===== config.mk =====
export PLATFORM = sky130hd
export DESIGN_NAME = ahbl_stream_port_flat
export DESIGN_NICKNAME = d
export VERILOG_FILES = /design/src/rtl/ahbl_stream_port_pkg.sv /design/src/rtl/ahbl_stream_port_if.sv /design/src/rtl/ahbl_sync_fifo.sv /design/src/rtl/ahbl_stream_port.sv /design/src/flat_wrapper.sv
export SDC_FILE = /design/constraint.sdc
export NUM_CORES = 1
export LEC_CHECK = 0
export BUFFER_PORTS_ARGS = -buffer_cell sky130_fd_sc_hd__buf_2
export CORE_MARGIN = 3
export CORE_UTILIZATION = 35
export DETAILED_ROUTE_END_ITERATION = 12
export PLACE_DENSITY_LB_ADDON = 0.05
export SKIP_LAST_GASP = 1
export SLEW_MARGIN = 5
export SYNTH_ARGS = -nofsm -noshare
export SYNTH_HDL_FRONTEND = slang
export SYNTH_SLANG_ARGS = --single-unit
export TNS_END_PERCENT = 100

===== constraint.sdc =====
create_clock -name HCLK -period 10 [get_ports HCLK]
set_input_delay 0.5 -clock HCLK [delete_from_list [all_inputs] [get_ports HCLK]]
set_output_delay 0.5 -clock HCLK [all_outputs]
set_load 0.02 [all_outputs]

===== src/rtl/ahbl_stream_port_pkg.sv =====
// Shared constants and types for the AHB-Lite stream port: register map, bit positions,
// read default and stall timeout limit.
package ahbl_stream_port_pkg;

    localparam logic [7:0] OFF_DATA   = 8'h00;
    localparam logic [7:0] OFF_STATUS = 8'h04;
    localparam logic [7:0] OFF_CTRL   = 8'h08;
    localparam logic [7:0] OFF_FLUSH  = 8'h0C;

    localparam int unsigned ST_TX_FULL    = 0;
    localparam int unsigned ST_TX_EMPTY   = 1;
    localparam int unsigned ST_RX_FULL    = 2;
    localparam int unsigned ST_RX_EMPTY   = 3;
    localparam int unsigned ST_OVF        = 4;
    localparam int unsigned ST_UNF        = 5;
    localparam int unsigned ST_TMO        = 6;
    localparam int unsigned ST_TX_LVL_LSB = 8;
    localparam int unsigned ST_RX_LVL_LSB = 16;

    localparam int unsigned CT_EN      = 0;
    localparam int unsigned CT_STALL   = 1;
    localparam int unsigned CT_THR_LSB = 8;

    localparam int unsigned FL_TX = 0;
    localparam int unsigned FL_RX = 1;

    localparam logic [31:0] READ_DEFAULT  = 32'hDEAD_BEEF;
    localparam logic [7:0]  TIMEOUT_LIMIT = 8'd255;

    // Captured address-phase fields, live for the whole data phase.
    typedef struct packed {
        logic       valid;
        logic       write;
        logic [7:0] addr;
    } dphase_t;

endpackage


===== src/rtl/ahbl_stream_port_if.sv =====
// AHB-Lite slave signals plus the TX/RX valid/ready streams of the stream port.
interface ahbl_stream_port_if;
    logic        HSEL;
    logic [31:0] HADDR;
    logic [1:0]  HTRANS;
    logic        HWRITE;
    logic [2:0]  HSIZE;
    logic        HREADY;
    logic [31:0] HWDATA;
    logic [31:0] HRDATA;
    logic        HREADYOUT;
    logic        IRQ;
    logic [31:0] tx_tdata;
    logic        tx_tvalid;
    logic        tx_tready;
    logic [31:0] rx_tdata;
    logic        rx_tvalid;
    logic        rx_tready;

    modport master (
        output HSEL, HADDR, HTRANS, HWRITE, HSIZE, HREADY, HWDATA, tx_tready, rx_tdata, rx_tvalid,
        input  HRDATA, HREADYOUT, IRQ, tx_tdata, tx_tvalid, rx_tready
    );

    modport slave (
        input  HSEL, HADDR, HTRANS, HWRITE, HSIZE, HREADY, HWDATA, tx_tready, rx_tdata, rx_tvalid,
        output HRDATA, HREADYOUT, IRQ, tx_tdata, tx_tvalid, rx_tready
    );
endinterface


===== src/rtl/ahbl_sync_fifo.sv =====
// Synchronous FIFO with registered level, push/pop/flush and head-of-queue output.
// Flush has priority over a same-cycle push or pop.
module ahbl_sync_fifo #(
    parameter int unsigned DEPTH_LOG2 = 3,
    parameter int unsigned WIDTH      = 32
) (
    input  logic                  clk_i,
    input  logic                  rst_ni,
    input  logic                  push_i,
    input  logic [WIDTH-1:0]      data_i,
    input  logic                  pop_i,
    input  logic                  flush_i,
    output logic [WIDTH-1:0]      data_o,
    output logic                  full_o,
    output logic                  empty_o,
    output logic [DEPTH_LOG2:0]   level_o
);
    localparam int unsigned DEPTH = 1 << DEPTH_LOG2;
    localparam int unsigned LW    = DEPTH_LOG2 + 1;

    logic [WIDTH-1:0]      mem_q [DEPTH];
    logic [DEPTH_LOG2-1:0] wr_ptr_q, wr_ptr_d, rd_ptr_q, rd_ptr_d;
    logic [LW-1:0]         level_q, level_d;
    logic                  do_push, do_pop;

    assign full_o  = (level_q == LW'(DEPTH));
    assign empty_o = (level_q == '0);
    assign level_o = level_q;
    assign data_o  = mem_q[rd_ptr_q];

    always_comb begin
        do_push  = push_i & ~full_o & ~flush_i;
        do_pop   = pop_i & ~empty_o & ~flush_i;
        wr_ptr_d = wr_ptr_q;
        rd_ptr_d = rd_ptr_q;
        level_d  = level_q;
        if (flush_i) begin
            wr_ptr_d = '0;
            rd_ptr_d = '0;
            level_d  = '0;
        end else begin
            if (do_push) wr_ptr_d = wr_ptr_q + DEPTH_LOG2'(1);
            if (do_pop)  rd_ptr_d = rd_ptr_q + DEPTH_LOG2'(1);
            if (do_push && !do_pop)      level_d = level_q + LW'(1);
            else if (do_pop && !do_push) level_d = level_q - LW'(1);
        end
    end

    always_ff @(posedge clk_i or negedge rst_ni) begin
        if (!rst_ni) begin
            wr_ptr_q <= '0;
            rd_ptr_q <= '0;
            level_q  <= '0;
        end else begin
            wr_ptr_q <= wr_ptr_d;
            rd_ptr_q <= rd_ptr_d;
            level_q  <= level_d;
        end
    end

    // Storage needs no reset; the level qualifies every entry.
    always_ff @(posedge clk_i) begin
        if (do_push) mem_q[wr_ptr_q] <= data_i;
    end

endmodule


===== src/rtl/ahbl_stream_port.sv =====
// AHB-Lite responder bridging DATA accesses to TX/RX valid/ready streams via two FIFOs.
// Optional build macro AHBL_STREAM_PORT_TIMEOUT_EN bounds stalls at 255 wait states.
module ahbl_stream_port
    import ahbl_stream_port_pkg::*;
#(
    parameter int unsigned DEPTH_LOG2 = 3
) (
    input  logic              HCLK,
    input  logic              HRESETn,
    ahbl_stream_port_if.slave bus
);
    localparam int unsigned LW = DEPTH_LOG2 + 1;

    dphase_t       dph_q, dph_d;
    logic          en_q, en_d, stall_q, stall_d;
    logic [7:0]    thr_q, thr_d;
    logic          ovf_q, ovf_d, unf_q, unf_d, tmo_q, tmo_d;

    logic [31:0]   tx_head, rx_head;
    logic [LW-1:0] tx_level, rx_level;
    logic          tx_full, tx_empty, rx_full, rx_empty;
    logic          tx_push, tx_pop, rx_push, rx_pop, tx_flush, rx_flush;
    logic          wr_data, rd_data, reg_wr, stall_raw, timed_out, stall_c;
    logic          ovf_set, unf_set;
    logic [31:0]   status_c, ctrl_c, hrdata_c;
    logic          unused_c;

    assign unused_c = ^{bus.HSIZE, bus.HADDR[31:8], bus.HTRANS[0]};

    ahbl_sync_fifo #(.DEPTH_LOG2(DEPTH_LOG2), .WIDTH(32)) u_tx_fifo (
        .clk_i   (HCLK),
        .rst_ni  (HRESETn),
        .push_i  (tx_push),
        .data_i  (bus.HWDATA),
        .pop_i   (tx_pop),
        .flush_i (tx_flush),
        .data_o  (tx_head),
        .full_o  (tx_full),
        .empty_o (tx_empty),
        .level_o (tx_level)
    );

    ahbl_sync_fifo #(.DEPTH_LOG2(DEPTH_LOG2), .WIDTH(32)) u_rx_fifo (
        .clk_i   (HCLK),
        .rst_ni  (HRESETn),
        .push_i  (rx_push),
        .data_i  (bus.rx_tdata),
        .pop_i   (rx_pop),
        .flush_i (rx_flush),
        .data_o  (rx_head),
        .full_o  (rx_full),
        .empty_o (rx_empty),
        .level_o (rx_level)
    );

    // Data-phase decode; full/empty tests see only the registered levels.
    always_comb begin
        wr_data   = dph_q.valid & dph_q.write & (dph_q.addr == OFF_DATA);
        rd_data   = dph_q.valid & ~dph_q.write & (dph_q.addr == OFF_DATA);
        reg_wr    = dph_q.valid & dph_q.write;
        stall_raw = stall_q & ((wr_data & tx_full) | (rd_data & rx_empty));
        ovf_set   = wr_data & tx_full & ~stall_q;
        unf_set   = rd_data & rx_empty & ~stall_q;
        tx_push   = wr_data & ~tx_full;
        rx_pop    = rd_data & ~rx_empty;
        tx_pop    = ~tx_empty & en_q & bus.tx_tready;
        rx_push   = ~rx_full & en_q & bus.rx_tvalid;
    end

`ifdef AHBL_STREAM_PORT_TIMEOUT_EN
    logic [7:0] stall_cnt_q, stall_cnt_d;

    assign timed_out   = stall_raw & (stall_cnt_q == TIMEOUT_LIMIT);
    assign stall_cnt_d = stall_c ? stall_cnt_q + 8'd1 : 8'd0;

    always_ff @(posedge HCLK or negedge HRESETn) begin
        if (!HRESETn) stall_cnt_q <= '0;
        else          stall_cnt_q <= stall_cnt_d;
    end
`else
    assign timed_out = 1'b0;
`endif

    assign stall_c = stall_raw & ~timed_out;

    always_comb begin
        status_c                         = '0;
        status_c[ST_TX_FULL]             = tx_full;
        status_c[ST_TX_EMPTY]            = tx_empty;
        status_c[ST_RX_FULL]             = rx_full;
        status_c[ST_RX_EMPTY]            = rx_empty;
        status_c[ST_OVF]                 = ovf_q;
        status_c[ST_UNF]                 = unf_q;
        status_c[ST_TMO]                 = tmo_q;
        status_c[ST_TX_LVL_LSB +: 8]     = 8'(tx_level);
        status_c[ST_RX_LVL_LSB +: 8]     = 8'(rx_level);
        ctrl_c                           = '0;
        ctrl_c[CT_EN]                    = en_q;
        ctrl_c[CT_STALL]                 = stall_q;
        ctrl_c[CT_THR_LSB +: 8]          = thr_q;
    end

    always_comb begin
        hrdata_c = '0;
        if (dph_q.valid && !dph_q.write) begin
            case (dph_q.addr)
                OFF_DATA:   hrdata_c = rx_empty ? READ_DEFAULT : rx_head;
                OFF_STATUS: hrdata_c = status_c;
                OFF_CTRL:   hrdata_c = ctrl_c;
                OFF_FLUSH:  hrdata_c = '0;
                default:    hrdata_c = READ_DEFAULT;
            endcase
        end
    end

    // Next-state for the data-phase capture, control and sticky flags; a flag set wins over its clear.
    always_comb begin
        dph_d    = dph_q;
        en_d     = en_q;
        stall_d  = stall_q;
        thr_d    = thr_q;
        ovf_d    = ovf_q;
        unf_d    = unf_q;
        tmo_d    = tmo_q;
        tx_flush = 1'b0;
        rx_flush = 1'b0;

        if (!stall_c) begin
            dph_d = '0;
            if (bus.HREADY) begin
                dph_d.valid = bus.HSEL & bus.HTRANS[1];
                dph_d.write = bus.HWRITE;
                dph_d.addr  = bus.HADDR[7:0];
            end
        end

        if (reg_wr && dph_q.addr == OFF_STATUS) begin
            if (bus.HWDATA[ST_OVF]) ovf_d = 1'b0;
            if (bus.HWDATA[ST_UNF]) unf_d = 1'b0;
            if (bus.HWDATA[ST_TMO]) tmo_d = 1'b0;
        end
        if (reg_wr && dph_q.addr == OFF_CTRL) begin
            en_d    = bus.HWDATA[CT_EN];
            stall_d = bus.HWDATA[CT_STALL];
            thr_d   = bus.HWDATA[CT_THR_LSB +: 8];
        end
        if (reg_wr && dph_q.addr == OFF_FLUSH) begin
            tx_flush = bus.HWDATA[FL_TX];
            rx_flush = bus.HWDATA[FL_RX];
        end

        if (ovf_set)   ovf_d = 1'b1;
        if (unf_set)   unf_d = 1'b1;
        if (timed_out) tmo_d = 1'b1;
    end

    always_ff @(posedge HCLK or negedge HRESETn) begin
        if (!HRESETn) begin
            dph_q   <= '0;
            en_q    <= 1'b0;
            stall_q <= 1'b0;
            thr_q   <= '0;
            ovf_q   <= 1'b0;
            unf_q   <= 1'b0;
            tmo_q   <= 1'b0;
        end else begin
            dph_q   <= dph_d;
            en_q    <= en_d;
            stall_q <= stall_d;
            thr_q   <= thr_d;
            ovf_q   <= ovf_d;
            unf_q   <= unf_d;
            tmo_q   <= tmo_d;
        end
    end

    assign bus.HRDATA    = hrdata_c;
    assign bus.HREADYOUT = ~stall_c;
    assign bus.IRQ       = ((thr_q != 8'd0) && (8'(rx_level) >= thr_q)) | ovf_q | unf_q | tmo_q;
    assign bus.tx_tdata  = tx_head;
    assign bus.tx_tvalid = ~tx_empty & en_q;
    assign bus.rx_tready = ~rx_full & en_q;

endmodule


===== src/flat_wrapper.sv =====
// flat-port wrapper written by rule: the top's interface ports become plain ports
module ahbl_stream_port_flat import ahbl_stream_port_pkg::*;
#(
    parameter int unsigned DEPTH_LOG2 = 3
)
  (HCLK, HRESETn, bus_HSEL, bus_HADDR, bus_HTRANS, bus_HWRITE, bus_HSIZE, bus_HREADY, bus_HWDATA, bus_tx_tready, bus_rx_tdata, bus_rx_tvalid, bus_HRDATA, bus_HREADYOUT, bus_IRQ, bus_tx_tdata, bus_tx_tvalid, bus_rx_tready);
  ahbl_stream_port_if bus_i ();
  input  logic HCLK;
  input  logic HRESETn;
  input wire logic [$bits(bus_i.HSEL)-1:0] bus_HSEL;
  input wire logic [$bits(bus_i.HADDR)-1:0] bus_HADDR;
  input wire logic [$bits(bus_i.HTRANS)-1:0] bus_HTRANS;
  input wire logic [$bits(bus_i.HWRITE)-1:0] bus_HWRITE;
  input wire logic [$bits(bus_i.HSIZE)-1:0] bus_HSIZE;
  input wire logic [$bits(bus_i.HREADY)-1:0] bus_HREADY;
  input wire logic [$bits(bus_i.HWDATA)-1:0] bus_HWDATA;
  input wire logic [$bits(bus_i.tx_tready)-1:0] bus_tx_tready;
  input wire logic [$bits(bus_i.rx_tdata)-1:0] bus_rx_tdata;
  input wire logic [$bits(bus_i.rx_tvalid)-1:0] bus_rx_tvalid;
  output wire logic [$bits(bus_i.HRDATA)-1:0] bus_HRDATA;
  output wire logic [$bits(bus_i.HREADYOUT)-1:0] bus_HREADYOUT;
  output wire logic [$bits(bus_i.IRQ)-1:0] bus_IRQ;
  output wire logic [$bits(bus_i.tx_tdata)-1:0] bus_tx_tdata;
  output wire logic [$bits(bus_i.tx_tvalid)-1:0] bus_tx_tvalid;
  output wire logic [$bits(bus_i.rx_tready)-1:0] bus_rx_tready;
  assign bus_i.HSEL = bus_HSEL;
  assign bus_i.HADDR = bus_HADDR;
  assign bus_i.HTRANS = bus_HTRANS;
  assign bus_i.HWRITE = bus_HWRITE;
  assign bus_i.HSIZE = bus_HSIZE;
  assign bus_i.HREADY = bus_HREADY;
  assign bus_i.HWDATA = bus_HWDATA;
  assign bus_i.tx_tready = bus_tx_tready;
  assign bus_i.rx_tdata = bus_rx_tdata;
  assign bus_i.rx_tvalid = bus_rx_tvalid;
  assign bus_HRDATA = bus_i.HRDATA;
  assign bus_HREADYOUT = bus_i.HREADYOUT;
  assign bus_IRQ = bus_i.IRQ;
  assign bus_tx_tdata = bus_i.tx_tdata;
  assign bus_tx_tvalid = bus_i.tx_tvalid;
  assign bus_rx_tready = bus_i.rx_tready;
  ahbl_stream_port #(.DEPTH_LOG2(DEPTH_LOG2)) u_core (.HCLK(HCLK), .HRESETn(HRESETn), .bus(bus_i));
endmodule

==> results of run 1 <==
[logic make-up (layout without fill, tap and decap cells)]
| group | Yosys count | in the layout | share of synthesized area (%) |
|---|---|---|---|
| fa+ha+maj | 16 | 16 | 0.980 |
| other cells | 0 | 2 | 0 |
| flops | 554 | 554 | 74.8 |
| buf+inv | 67 | 294 | 1.24 |
| compound gates | 78 | 78 | 2.33 |
| mux | 203 | 203 | 16.6 |
| xor+xnor | 9 | 9 | 0.359 |
| simple gates | 147 | 147 | 3.62 |
[Yosys cell counts, types with 12 or more instances]
library cell / count
edfxtp_1: 512
mux4_2: 125
mux2_2: 46
nor2_1: 43
dfrtp_1: 42
mux2i_1: 31
clkbuf_1: 25
a21oi_1: 24
nand2_1: 21
buf_2: 17
ha_1: 14
inv_1: 13
buf_1: 12
[stage by stage]
step                hold slack, ns  instances  total power [W]
floorplan                    0.204       1074          0.00394
global placement             0.499       2031          0.00442
detailed placement           0.511       2031          0.00442
CTS                         0.0567       2138          0.00644
global route                0.0769       2138          0.00665
finish                      0.0663       2140          0.00631
[critical path, stage by stage (launching register included)]
cell      delay [ns]
dfrtp_4         0.72
buf_4           0.82
mux4_2          0.59
nor2b_1         0.16
a211oi_1        0.33
o22ai_1         0.21
buf_2           0.21
[per-layer routing]
layer	track usage, %	vias to the layer above	share of wire (%)
met2	27.6	198	52
met4	3.89	8	2.0
met5	0	-	0.086
met1	19.9	5578	41
li1	-	4791	-
met3	3.47	81	5.2
[worst min path at each step]
stage	start	endpoint	cells after the start	slack, ns
finish	HRESETn	u_core.u_rx_fifo.wr_ptr_q[2]	1	0.07
CTS	bus_HADDR[4]	u_core.dph_q[4]	2	0.06
global placement	u_core.unf_q	u_core.unf_q	1	0.50
floorplan	HRESETn	u_core.dph_q[0]	0	0.20
global route	bus_HADDR[5]	u_core.dph_q[5]	2	0.08
detailed placement	u_core.unf_q	u_core.unf_q	1	0.51
[final cells by class]
| class | count | area, sq um |
|---|---|---|
| antenna | 2 | 5.00 |
| clock buffer | 76 | 1550 |
| clock inverter | 31 | 201 |
| fill | 5535 | 36200 |
| inverter | 13 | 48.8 |
| multi-input combinational | 453 | 5370 |
| sequential | 554 | 16400 |
| tap | 837 | 1050 |
| timing repair buffer | 174 | 938 |
[sequential cells by signal, summed over array words and instances, names as in the netlist]
register	count
u_core.en_q	1
u_core.unf_q	1
u_core.u_rx_fifo.wr_ptr_q	3
u_core.u_rx_fifo.level_o	4
u_core.u_tx_fifo.level_o	4
u_core.u_rx_fifo.rd_ptr_q	3
u_core.u_rx_fifo.mem_q	256
u_core.dph_q	10
u_core.ovf_q	1
u_core.u_tx_fifo.rd_ptr_q	3
u_core.thr_q	8
u_core.stall_q	1
u_core.u_tx_fifo.wr_ptr_q	3
u_core.u_tx_fifo.mem_q	256
[power by group through the flow]
stage          sequential (W)  combinational (W)  clock (W)
6_report              0.00282            0.00150    0.00199
5_1_grt               0.00285            0.00164    0.00216
4_1_cts               0.00283            0.00155    0.00206
3_5_place_dp          0.00288            0.00155          0
3_3_place_gp          0.00288            0.00154          0
2_1_floorplan         0.00276            0.00119          0
==> results.json, run 1 <==
{
  "status": "finished, final reports clean",
  "cts_sinks": 554,
  "syn_area_per_cell_sq_um": 20.4,
  "pwr_density_cell_mw_per_mm2": 247,
  "vias": 10656,
  "ctsHtreeMaxLevel": 2,
  "worst_r2r_path_depth": 11,
  "grt-ovfl-total": 0,
  "rsz0062_at_grt": "false",
  "hold_path.class": "in2async",
  "power.internal_w": 0.00451,
  "final_cell_mix": "512 x edfxtp_1, 147 x buf_2, 125 x mux4_2, 58 x clkbuf_16, 46 x mux2_2",
  "via_per_inst": 4.98,
  "ir_drop_uv": 133,
  "relSlewSlack_pct": 33.3,
  "switching_share_pct": 28.5,
  "placed_area_sq_mm": 0.0238,
  "first_global_vias": 11537,
  "layout.nets": 1377,
  "drt_iter0_markers": 553,
  "synth-seq-cells": 554,
  "ys_seq_area_share_pct": 74.8,
  "post_cts_buffers": 0,
  "port_buffers": 147,
  "comb_power_share_pct": 23.7,
  "ant_nets": 0,
  "drive_above_1_share_pct": 35.0,
  "cts_resized": 0,
  "synth_area_sq_mm": 0.0220,
  "syn-num-nets": 1198,
  "cts_hold_buf": 0,
  "coreArea_sq_mm": 0.0618,
  "die_w_um": 256,
  "fin_crit_ns": 4.21,
  "clk_path_buf_depth": 3,
  "antenna_found_initial": 7,
  "setup_viol": 0,
  "period_share_pct": 42.1,
  "rows": 91,
  "finalWorstSetupSlack_ns": 5.79,
  "reg2reg_slack_ns": 6.34,
  "die_h_um": 256,
  "pwr-share-seq_pct": 44.7,
  "cts_tree": "built",
  "synth_largest_type_area_fraction_pct": 70.0,
  "max_freq_mhz": 238,
  "synth_top_cell_by_area": "edfxtp_1",
  "r2r_start": "u_core.dph_q[8]",
  "fin_setup_tns_ns": 0,
  "dp_hpwl_um": 29100,
  "r2r_end": "u_core.u_rx_fifo.level_o[3]",
  "synthTopCellsByArea": "edfxtp_1 70%, mux4_2 13%, dfrtp_1 4.8%",
  "wl_um": 51200,
  "critical_path_peak_fanout": 48,
  "grt_util_all_layers_pct": 15.7,
  "p_clk_share_pct": 31.5,
  "skew_ns": 0.0157,
  "crit_start": "u_core.u_rx_fifo.rd_ptr_q[0]",
  "grt_max_degree": 60,
  "yosys_warnings": 0,
  "crit_arrival_ns": 3.71,
  "finalInstanceArea_sq_mm": 0.0256,
  "drc": 0,
  "cts_buffers": 57,
  "p_switching_w": 0.00180,
  "crit_type": "reg2out",
  "area_delta_synth_final_pct": 16.6,
  "dpl_worst_slack_ns": 6.26,
  "cap_violations": 0,
  "crit_end": "bus_HRDATA[9]",
  "yosys.cell_types.count": 57,
  "io_pins": 176,
  "fin_util_pct": 41.4,
  "start_util_pct": 35.5,
  "cts-root-buf": "clkbuf_16",
  "gp_congestion": 0.729,
  "start_kind": "flop",
  "synth-main-ff-cell": "edfxtp_1",
  "firstDrtPassIters": 4,
  "postSynth.asyncResetShare_pct": 7.58,
  "hold_viol": 0,
  "end_kind": "output port",
  "leakage_nw": 8.58,
  "drv_slew": 0,
  "tightestPinTransition_ns": 1.00,
  "grt_pass1_wl_um": 77100,
  "final_common_cell": "edfxtp_1",
  "path_clk_slew_ns": 0.06,
  "cp_data_required_time_ns": 9.50,
  "wire_per_inst_um": 23.9,
  "insertion_delay_ns": 0.60,
  "die-area_sq_mm": 0.0658,
  "synth-edff-count": 512,
  "synthCells": 1074
}
(Power assumes the default switching activity.)
==> run 2, diff against run 1 <==
==> constraint.sdc (replaced) <==
create_clock -name HCLK -period 4.3 [get_ports HCLK]
set_input_delay 0.215 -clock HCLK [delete_from_list [all_inputs] [get_ports HCLK]]
set_output_delay 0.215 -clock HCLK [all_outputs]
set_load 0.02 [all_outputs]
==> run 2 against run 1 <==
  * Register-to-register slack got worse by 5.2 ns
  * Non-clock buffer count is 90 higher
  * Wire length is 0.96% higher
  * Global-route usage grew 0.10 points
  * Sequential share of layout area is 2.9 points lower
  * Power grew 140%
  * Clock skew grew 0.0069 ns
  * First-iteration DRC count rose by 16%
  * Cell area grew 4.7%
  * Combinational power increased by 130%
  * Count of clock-buffer cells in the layout is 10 higher
  * Critical path type unchanged
  * Largest cell class unchanged
==> results.json, run 2 (synthesis gave the netlist of run 1 again) <==
{
  "status": "finished, final reports clean",
  "drt_iter0_markers": 641,
  "wire_per_inst_um": 23.1,
  "start_kind": "flop",
  "layout.nets": 1476,
  "finalInstanceArea_sq_mm": 0.0268,
  "post_cts_buffers": 0,
  "tightestPinTransition_ns": 1.03,
  "power.internal_w": 0.0110,
  "cts_resized": 0,
  "crit_type": "reg2out",
  "ctsHtreeMaxLevel": 3,
  "hold_path.class": "in2reg",
  "p_clk_share_pct": 33.6,
  "final_cell_mix": "512 x edfxtp_1, 147 x buf_2, 125 x mux4_2, 78 x dlygate4sd3_1, 67 x clkbuf_16",
  "end_kind": "output port",
  "whs_path_depth": 4,
  "drc": 0,
  "cts-root-buf": "clkbuf_16",
  "period_share_pct": 76.8,
  "drv_slew": 0,
  "grt_pass1_wl_um": 77800,
  "cap_violations": 0,
  "ir_drop_uv": 335,
  "cts_buffers": 66,
  "critical_path_peak_fanout": 52,
  "fin_crit_ns": 3.30,
  "die_h_um": 256,
  "grt-ovfl-total": 0,
  "final_common_cell": "edfxtp_1",
  "cts_tree": "built",
  "ant_nets": 0,
  "cp_slowest_cell": "dfrtp_4",
  "port_buffers": 147,
  "setup_viol": 0,
  "antenna_found_initial": 0,
  "cts_hold_buf": 78,
  "gp_congestion": 0.727,
  "firstDrtPassIters": 5,
  "worst-path-buf-inv": 1,
  "p_switching_w": 0.00434,
  "critPathTopFamily": "flip-flops",
  "dp_hpwl_um": 31000,
  "insertion_delay_ns": 0.59,
  "rsz0062_at_grt": "false",
  "clk_path_buf_depth": 3,
  "coreArea_sq_mm": 0.0618,
  "num-fill-cells": 5490,
  "vias": 11083,
  "comb_power_share_pct": 22.5,
  "via_per_inst": 4.96,
  "grt_util_all_layers_pct": 15.8,
  "skew_ns": 0.0226,
  "grt_max_degree": 53,
  "pwr_density_cell_mw_per_mm2": 573,
  "fin_util_pct": 43.4,
  "max_freq_mhz": 303,
  "die-area_sq_mm": 0.0658,
  "drive_above_1_share_pct": 33.8,
  "leakage_nw": 9.10,
  "die_w_um": 256,
  "pwr-share-seq_pct": 43.9,
  "hold_viol": 0,
  "relSlewSlack_pct": 31.5,
  "io_pins": 176,
  "placed_area_sq_mm": 0.0240,
  "largestRegisters": "u_core.u_rx_fifo.mem_q x256, u_core.u_tx_fifo.mem_q x256, u_core.dph_q x10",
  "cp_data_required_time_ns": 4.09,
  "cp.depth": 5,
  "antenna-diode-count": 0,
  "path_cells": "mux4_2, nor2b_1, a211oi_1, o22ai_1, buf_2",
  "cts_sinks": 554,
  "fin_setup_tns_ns": 0,
  "worst_r2r_path_depth": 10,
  "cp_slowest_stage_delay_ns": 1.01,
  "start_util_pct": 35.5,
  "crit_arrival_ns": 3.09,
  "wl_um": 51700,
  "switching_share_pct": 28.2,
  "rows": 91,
  "path_clk_slew_ns": 0.06,
  "first_global_vias": 12015,
  "area_delta_synth_final_pct": 22.1
}
[run 2: cell count changes in the layout (fill, tap and decap cells not counted), moves of 2 or more]
cell           before  now
clkinv_2           12    5
clkbuf_1           15   18
clkbuf_16          58   67
clkbuf_8            3    1
diode_2             2    0
inv_6               0    5
dlygate4sd3_1       0   78
buf_4              27   31
buf_12              0    8
[run 2: path summary, 6_finish.rpt]
kind,slack [ns],from,to
min in group asynchronous,0.26,HRESETn,u_core.dph_q[1]
max in group asynchronous,3.59,HRESETn,u_core.u_tx_fifo.rd_ptr_q[0]
min,0.06,bus_rx_tvalid,u_core.u_rx_fifo.wr_ptr_q[2]
max reg2reg,1.15,u_core.u_rx_fifo.level_o[1],u_core.u_rx_fifo.level_o[3]
min reg2reg,0.53,u_core.unf_q,u_core.unf_q
max,1.0,u_core.u_rx_fifo.rd_ptr_q[1],bus_HRDATA[5]
[run 2: stage by stage]
stage / hold WS [ns] / worst slack [ns] / total power, W / std cells
detailed placement: 0.355 / 1.12 / 0.0104 / 2043
global route: 0.0352 / 0.772 / 0.0161 / 2236
CTS: 0.0188 / 0.861 / 0.0157 / 2236
global placement: 0.355 / 1.16 / 0.0104 / 2043
finish: 0.0595 / 0.996 / 0.0154 / 2236
floorplan: -0.0806 / 0.0935 / 0.00917 / 1074
[run 2: cell type report]
class	count	area, sq um	area share (%)
sequential	554	16400	61.3
multi-input combinational	453	5370	20.0
timing repair buffer	264	1910	7.12
clock inverter	29	235	0.877
tap	837	1050	3.91
inverter	13	48.8	0.182
clock buffer	86	1760	6.56
[run 2: routing by layer]
layer  wire, um  GRT usage [%]  up-vias
met2      26800           28.1      201
li1           -              -     4999
met3       1970           3.30       71
met1      21900           19.9     5812
met5          0              0        -
met4       1050           3.92        0
[run 2: worst min-delay path: cells and delay by family]
family,cells,cell delay [ns]
simple gates,2,0.18
buf+inv,1,0.13
xor+xnor,1,0.07
[run 2: power groups by stage]
stage	clock network [W]	registers (W)	logic (W)
floorplan	0	0.00641	0.00276
global route	0.00555	0.00682	0.00377
finish	0.00516	0.00675	0.00346
global placement	0	0.00689	0.00349
detailed placement	0	0.00689	0.00349
CTS	0.00535	0.00678	0.00356
==> run 3, diff against run 2 <==
==> constraint.sdc (replaced) <==
create_clock -name HCLK -period 3.3 [get_ports HCLK]
set_input_delay 0.165 -clock HCLK [delete_from_list [all_inputs] [get_ports HCLK]]
set_output_delay 0.165 -clock HCLK [all_outputs]
set_load 0.02 [all_outputs]
==> run 3 against run 2 <==
  * Global-route usage rose by 0.094 points
  * Count of clock-buffer cells in the layout fell by 15
  * Register-to-register slack got worse by 0.79 ns
  * Core utilization rose by 0.39 points
  * Clock skew fell by 0.0097 ns
  * Power rose by 30%
  * Sequential cell count did not move
  * Wire length fell by 0.36%
  * Sequential power rose by 25%
  * Via count fell by 0.50%
  * Critical endpoint is now bus_HRDATA[1]
==> results.json, run 3 (synthesis gave the netlist of run 1 again) <==
{
  "status": "finished, final reports clean",
  "final_cell_mix": "512 x edfxtp_1, 147 x buf_2, 125 x mux4_2, 79 x dlygate4sd3_1, 60 x clkbuf_16",
  "drc": 0,
  "leakage_nw": 9.20,
  "cts-root-buf": "clkbuf_16",
  "die_w_um": 256,
  "ctsHtreeMaxLevel": 2,
  "firstDrtPassIters": 4,
  "port_buffers": 147,
  "insertion_delay_ns": 0.60,
  "period_share_pct": 91.7,
  "r2r_start": "u_core.u_rx_fifo.level_o[1]",
  "tightestPinTransition_ns": 0.998,
  "reg2reg_slack_ns": 0.36,
  "end_kind": "output port",
  "crit_top_cell": "buf_4",
  "ant_nets": 0,
  "setup_viol": 0,
  "cts_tree": "built",
  "dp_hpwl_um": 31400,
  "path_cells": "buf_4, buf_4, mux4_2, mux2i_1, o211ai_1, buf_2",
  "fin_cells": 2254,
  "die_h_um": 256,
  "skew_ns": 0.0129,
  "drt_iter0_markers": 583,
  "worst_r2r_path_depth": 10,
  "crit_type": "reg2out",
  "whs_path_depth": 3,
  "grt-ovfl-total": 0,
  "via_per_inst": 4.89,
  "area_delta_synth_final_pct": 23.2,
  "coreArea_sq_mm": 0.0618,
  "fin_crit_ns": 3.03,
  "hold_path.class": "in2reg",
  "drv_slew": 0,
  "cp_slowest_cell": "dfrtp_4",
  "max_freq_mhz": 330,
  "wire_per_inst_um": 22.9,
  "gp_congestion": 0.750,
  "io_pins": 176,
  "rows": 91,
  "layout.nets": 1490,
  "clk_path_buf_depth": 3,
  "relSlewSlack_pct": 33.5,
  "cts_buffers": 59,
  "cts_sinks": 554,
  "first_global_vias": 12240,
  "r2r_end": "u_core.u_rx_fifo.level_o[3]",
  "wl_um": 51500,
  "antenna_found_initial": 1,
  "path_clk_slew_ns": 0.06,
  "fin_util_pct": 43.8,
  "ir_drop_uv": 406,
  "worstHoldStart": "bus_HREADY",
  "drive_above_1_share_pct": 35.3,
  "grt_pass1_wl_um": 79100,
  "critical_path_peak_fanout": 17,
  "rsz0062_at_grt": "false",
  "die-area_sq_mm": 0.0658,
  "start_util_pct": 35.5,
  "cp_slowest_stage_delay_ns": 0.63,
  "cap_violations": 0,
  "dp_cells": 2063,
  "final_common_cell": "edfxtp_1",
  "vias": 11028,
  "start_kind": "flop",
  "grt_max_degree": 45,
  "grt_util_all_layers_pct": 15.9,
  "cp_data_required_time_ns": 3.13,
  "pwr_density_cell_mw_per_mm2": 738,
  "crit_arrival_ns": 2.86,
  "holdPathEnd": "u_core.dph_q[4]",
  "hold_viol": 0,
  "largestRegisters": "u_core.u_rx_fifo.mem_q x256, u_core.u_tx_fifo.mem_q x256, u_core.dph_q x10",
  "fin_setup_tns_ns": 0
}
## run 3: routing by layer
metal | track usage (%) | part of all wire [%]
met1 | 20.5 | 42
met4 | 4.71 | 2.3
met2 | 28.0 | 52
met5 | 0 | 0
met3 | 2.46 | 3.9
## run 3: worst max path at each step
stage,startpoint,to,slack [ns],depth (start not counted)
3_5_place_dp,u_core.u_rx_fifo.level_o[1],u_core.u_rx_fifo.level_o[3],0.35,10
5_1_grt,u_core.u_rx_fifo.rd_ptr_q[0],bus_HRDATA[5],0.09,6
3_3_place_gp,u_core.u_rx_fifo.level_o[1],u_core.u_rx_fifo.level_o[3],0.38,10
4_1_cts,u_core.u_rx_fifo.rd_ptr_q[0],bus_HRDATA[5],0.16,6
6_report,u_core.u_rx_fifo.rd_ptr_q[0],bus_HRDATA[1],0.27,6
2_1_floorplan,u_core.dph_q[7],u_core.u_tx_fifo.mem_q[4][0],-0.05,4
## run 3: power breakdown
part	leakage, nW	switching, W	internal (W)
clock network	0.932	0.00269	0.00382
logic	3.15	0.00258	0.00243
registers	5.11	0.000402	0.00806
## run 3: timing repair
action	in CTS	in global routing
buffers inserted	0	0
endpoints found under the hold margin	580	0
gates resized for setup	2	0
setup endpoints to repair	7	0
hold buffers	79	0
## run 3: cell type report
cell class	count	area [sq um]
inverter	13	48.8
multi-input combinational	453	5400
clock inverter	39	352
sequential	554	16400
fill	5447	34800
timing repair buffer	285	2190
antenna	2	5.00
clock buffer	71	1560
tap	837	1050
## run 3: worst max-delay path, delay by kind of cell, from the launching register on
| kind | cells | cell delay [ns] |
|---|---|---|
| DFF | 1 | 0.63 |
| buffers and inverters | 3 | 0.70 |
| muxes | 2 | 0.78 |
| AOI/OAI and AO/OA | 1 | 0.13 |
## run 3: per-stage QoR
step	hold slack, ns	setup slack [ns]	instance area, sq um	total power (W)
floorplan	-0.131	-0.0524	22000	0.0119
global placement	0.385	0.377	24300	0.0137
detailed placement	0.385	0.355	24300	0.0137
CTS	0.0539	0.164	27000	0.0204
global route	0.0929	0.0910	27000	0.0210
finish	0.0867	0.274	27000	0.0200
